<file path="config.mk">
export PLATFORM = sky130hd
export DESIGN_NAME = shift_register_univ
export DESIGN_NICKNAME = d
export VERILOG_FILES = /design/src/rtl/shift_register_univ.sv
export SDC_FILE = /design/constraint.sdc
export NUM_CORES = 1
export LEC_CHECK = 0
export CAP_MARGIN = 20
export CORE_MARGIN = 4
export CORE_UTILIZATION = 42
export DETAILED_ROUTE_END_ITERATION = 10
export PLACE_DENSITY = 0.77
export REMOVE_ABC_BUFFERS = 1
export SYNTH_ARGS = -nofsm -noshare
export SYNTH_HDL_FRONTEND = slang
export SYNTH_SLANG_ARGS = --single-unit
</file>
<file path="constraint.sdc">
create_clock -name clk -period 1.5 [get_ports clk]
set_input_delay 0.225 -clock clk [delete_from_list [all_inputs] [get_ports clk]]
set_output_delay 0.225 -clock clk [all_outputs]
set_load 0.01 [all_outputs]
</file>
<file path="src/rtl/shift_register_univ.sv">
// -----------------------------------------------------------------------------
// shift_register_univ
//   Universal shift register: parallel load, shift right, shift left, hold.
//   Counts shifts since the last load (modulo WIDTH). It pulses frame_done for
//   one cycle after every WIDTH-th shift. Used as the parallel<->serial core:
//   load + WIDTH right shifts serialises LSB-first on sout_r. WIDTH right
//   shifts of sin_r deserialise, with the first bit received landing in dout[0].
//   With ROTATE=1 the bit shifted out re-enters at the opposite end.
//
// Ports
//   clk         in   1      rising-edge clock
//   reset       in   1      asynchronous, active-high reset
//   en          in   1      clock enable (0 = hold state, frame_done drops)
//   mode        in   2      00 hold, 01 shift right, 10 shift left, 11 load
//   sin_r       in   1      serial in for right shift (enters at MSB)
//   sin_l       in   1      serial in for left shift (enters at LSB)
//   din         in   WIDTH  parallel load data
//   dout        out  WIDTH  register contents
//   sout_r      out  1      dout[0], bit leaving on a right shift
//   sout_l      out  1      dout[WIDTH-1], bit leaving on a left shift
//   shift_cnt   out  CW     shifts since last load, modulo WIDTH
//   frame_done  out  1      one-cycle pulse after the WIDTH-th shift
// -----------------------------------------------------------------------------
module shift_register_univ #(
    parameter int               WIDTH   = 8,
    parameter bit               ROTATE  = 1'b0,
    parameter logic [WIDTH-1:0] RST_VAL = '0,
    localparam int              CW      = $clog2(WIDTH)
) (
    input  logic             clk,
    input  logic             reset,
    input  logic             en,
    input  logic [1:0]       mode,
    input  logic             sin_r,
    input  logic             sin_l,
    input  logic [WIDTH-1:0] din,
    output logic [WIDTH-1:0] dout,
    output logic             sout_r,
    output logic             sout_l,
    output logic [CW-1:0]    shift_cnt,
    output logic             frame_done
);

    localparam logic [1:0] MODE_HOLD  = 2'b00;
    localparam logic [1:0] MODE_RIGHT = 2'b01;
    localparam logic [1:0] MODE_LEFT  = 2'b10;
    localparam logic [1:0] MODE_LOAD  = 2'b11;

    localparam logic [CW-1:0] CNT_LAST = CW'(WIDTH - 1);

    logic [WIDTH-1:0] r_data;
    logic [CW-1:0]    r_cnt;
    logic             r_done;

    logic             w_in_r;
    logic             w_in_l;
    logic             w_wrap;

    // In rotate mode the serial inputs are ignored entirely.
    assign w_in_r = ROTATE ? r_data[0]       : sin_r;
    assign w_in_l = ROTATE ? r_data[WIDTH-1] : sin_l;
    assign w_wrap = (r_cnt == CNT_LAST);

    always_ff @(posedge clk or posedge reset) begin
        if (reset) begin
            r_data <= RST_VAL;
            r_cnt  <= '0;
            r_done <= 1'b0;
        end else if (!en) begin
            // Everything holds, but the pulse must not stretch.
            r_done <= 1'b0;
        end else begin
            case (mode)
                MODE_RIGHT, MODE_LEFT: begin
                    if (mode == MODE_RIGHT)
                        r_data <= {w_in_r, r_data[WIDTH-1:1]};
                    else
                        r_data <= {r_data[WIDTH-2:0], w_in_l};
                    // Both directions count toward the same frame.
                    if (w_wrap) begin
                        r_cnt  <= '0;
                        r_done <= 1'b1;
                    end else begin
                        r_cnt  <= r_cnt + CW'(1);
                        r_done <= 1'b0;
                    end
                end
                MODE_LOAD: begin
                    // A load mid-frame discards the partial count.
                    r_data <= din;
                    r_cnt  <= '0;
                    r_done <= 1'b0;
                end
                default: begin
                    r_done <= 1'b0;
                end
            endcase
        end
    end

    assign dout       = r_data;
    assign sout_r     = r_data[0];
    assign sout_l     = r_data[WIDTH-1];
    assign shift_cnt  = r_cnt;
    assign frame_done = r_done;

endmodule
</file>
==> results of run 1 <==
==> what timing repair did <==
item	in CTS	in global routing
gates resized for setup	1	5
endpoints found under the setup margin	8	13
setup buffers	0	6
==> through the flow <==
stage	total power, W	hold WS [ns]	setup TNS [ns]
6_report	0.00126	0.259	0
5_1_grt	0.00134	0.314	0
4_1_cts	0.00122	0.275	0
3_5_place_dp	0.000958	0.509	-3.47
3_3_place_gp	0.000942	0.495	-2.93
2_1_floorplan	0.000697	0.0897	0
==> kinds of logic (layout without fill, tap and decap cells) <==
| kind of cell | count (synthesis) | count (layout) |
|---|---|---|
| fa+ha+maj | 5 | 5 |
| compound gates | 11 | 11 |
| flops | 12 | 12 |
| simple gates | 15 | 15 |
| mux | 16 | 16 |
| buf+inv | 9 | 46 |
==> power breakdown <==
part           internal (W)  leakage (nW)  total (W)  switching (W)
combinational      0.000341         0.406   0.000546       0.000205
sequential         0.000395         0.154   0.000456      0.0000612
clock              0.000148        0.0210   0.000259       0.000111
total              0.000883         0.582    0.00126       0.000377
==> metal layers <==
layer  up-vias  routed length [um]
li1        305                   -
met1       289                 736
met2        18                 987
met3         2                 122
met4         0                  13
met5         -                   0
==> area by class of cell <==
class | instances | area (sq um)
fill | 120 | 442
multi-input combinational | 47 | 402
timing repair buffer | 39 | 373
sequential | 12 | 300
clock buffer | 4 | 36.3
tap | 24 | 30.0
inverter | 3 | 11.3
==> path summary, 6_finish.rpt <==
check,endpoint,slack [ns],from,depth (start not counted)
worst min-delay path,dout[2],0.26,reset,2
worst max register to register,shift_cnt[0],0.23,shift_cnt[0],4
min in group clk,shift_cnt[2],0.52,shift_cnt[2],2
max in group asynchronous,shift_cnt[1],0.90,reset,2
worst min register to register,shift_cnt[2],0.52,shift_cnt[2],2
worst max-delay path,sout_l,0.05,dout[7],1
==> layout by cell type (no fill, tap or decap), types with 2 or more instances in the layout <==
cell type        synthesis  final
buf_4                    3     11
clkbuf_4                 0      3
clkdlybuf4s50_1          0     24
dfrtp_1                 12     12
dlymetal6s2s_1           0      4
ha_1                     5      4
inv_1                    3      3
mux2_4                   8      8
mux2i_1                  8      8
nand2_1                 10     10
nand2b_1                 3      3
o21ai_0                  2      2
o21ai_1                  8      8
==> registers in the layout, indices dropped and copies added (netlist names) <==
register	count
dout	8
frame_done	1
shift_cnt	3
==> metrics list, run 1 <==
* Dominant combinational cell family by area after synthesis: multiplexers
- Master of the slowest instance on the critical path: clkdlybuf4s50_1
* Dominant cell by count in the synthesized netlist: dfrtp_1
- Outcome: finished clean
- Synth-to-Final Area Change: 54.8%
- Power spread over the standard cell area amounts to 1090 nW/um^2.
- Met3 routing resource usage after global routing: 6.93%
- Maximum root-to-sink buffer count: 2
- After Yosys synthesis, and, or, nand and nor cells account for 9.24% of the synthesized area.
* Distinct cell type count after synthesis: 16
- Cells with a size suffix above 1 make up 22.9% of the layout.
- In the final design database the tool counted 126 nets.
- Via count of the first global-routing pass: 590
- Combined area of all synthesized cells: 744 sq um
* Final antenna diode count: 0
* Largest fanout on the critical path: 4
* CP startpoint kind: flop
- Of the total synthesized cell area, the portion taken by XOR and XNOR cells is 0%.
- Clock Sinks: 12
* Least setup slack across all paths after layout: 0.0482 ns
* Critical path endpoint category: output pin
* Number of vias per cell after detailed routing: 4.76
- Worst skew pair latency: 0.27 ns
* Data required time of the worst path: 1.27 ns
* Arrival time of the worst setup path: 1.23 ns
- In this run the horizontal extent of the chip is 50.1 um.
- CP bufs+invs: 1
* Compound-Gate Fraction of Synth Area: 7.73%
- Synthesized-area fraction occupied by adder cells: 8.40%
- Count of non-filler cells in the finished layout: 129
* RSZ-0062 raised after global routing: false
* Initial core utilization: 46.7%
- TritonCTS clock tree: yes
* Leading cell types by count after synthesis: 12 x dfrtp_1, 10 x nand2_1, 8 x mux2_4, 8 x mux2i_1, 8 x o21ai_1
- Global routing used 27.8% of the available met2 tracks.
* Die Area: 2510 sq um
* Slew @ Worst Pin: 0.485 ns
- Derived from the worst setup path, the maximum achievable clock frequency is 689 MHz.
* Yosys synthesis warning count: 0
* Die Y: 50.1 um
* Initial antenna violation count: 0
* Class of the worst hold path: in2async
* Floorplan row count: 14
- Total clock buffers created by CTS: 3
* Utilization after layout: 72.3%
* I/O pin total: 29
- Routed wire length per instance: 14.4 um
- Final Max Slew Viols: 0
- The first routing iteration left 8 violations.
- Number of hold-repair buffers added at the cts stage: 0
- The final critical path takes up 96.8% of the cycle.
- OpenSTA, run right after detailed placement, puts the worst setup slack at -0.379 ns.
- Peak VDD IR: 845 uV
- For this design the static power due to leakage is 0.582 nW.
- The synthesized design devotes to its leading area cell type 40.3% of total area.
- Via count: 614
- The share of the Yosys chip area taken by registers is 40.3%.
* Final hold viol count: 0
- CTS root buffer: clkbuf_4
- Final HPWL from detailed placement: 1.40 mm
* Asr flop ratio synth: 100%
- Largest net degree at the start of global routing: 13
* Worst-path cell chain: clkdlybuf4s50_1
- Once detail routing completed, the nets flagged for antenna violations numbered 0.
- Area inside the core boundary: 1590 sq um
- Finish-stage setup viols: 0
- Fin crit period: 1.45 ns
- In this run the tightest slew margin relative to its limit is 67.6%.
- Placed Instances: 119
- After synthesis, the share of cell area in mux cells is 26.9%.
* Critical path class: reg2out
* Cells taking the most area after synthesis: dfrtp_1 40%, mux2_4 16%, mux2i_1 11%
- In this run, synthesis inferred 0 flip-flops with an integrated enable.
* Crit path max-delay family: buffers and inverters
- Post-synthesis area per instance: 10.9 sq um
- Once layout is done, the placed cells without fillers occupy 1150 sq um.
- The pre-antenna-repair detailed-routing pass consisted of 4 iterations.
- The first global-routing pass estimated 2.96 mm of wire.
- Post-placement cell area: 1050 sq um
* Total global routing overflow: 0
- Max incr delay on CP: 0.55 ns
* Yosys top cell by area: dfrtp_1
* Synthesized instance count: 68
* Post-route clock skew: 0.00795 ns
* Clock-pin transition on the worst setup and hold timing paths: 0.08 ns
- Final WL: 1.86 mm
* Dominant synthesized flop cell: dfrtp_1
- Global routing used 15.5% of the available tracks across all layers.
* Max capacitance violation total: 0
* H-tree levels: 1
- In this run the most used layer during global routing was met2.
- Port buffering added 28 buffers.
- Global routing consumed, on the met1 layer, 16.8% of the routing resources.
* DRC Markers: 0
- The congestion estimate from routability-driven global placement came to 0.750.
- Register bit count reported by yosys: 12
(Power assumes the default switching activity.)
==> run 2: changes to the inputs <==
Settings changed: GPL_ROUTABILITY_DRIVEN from default to 0.
==> results of run 2 <==
No change in the layout: final DEF, timing and power equal those of run 1.
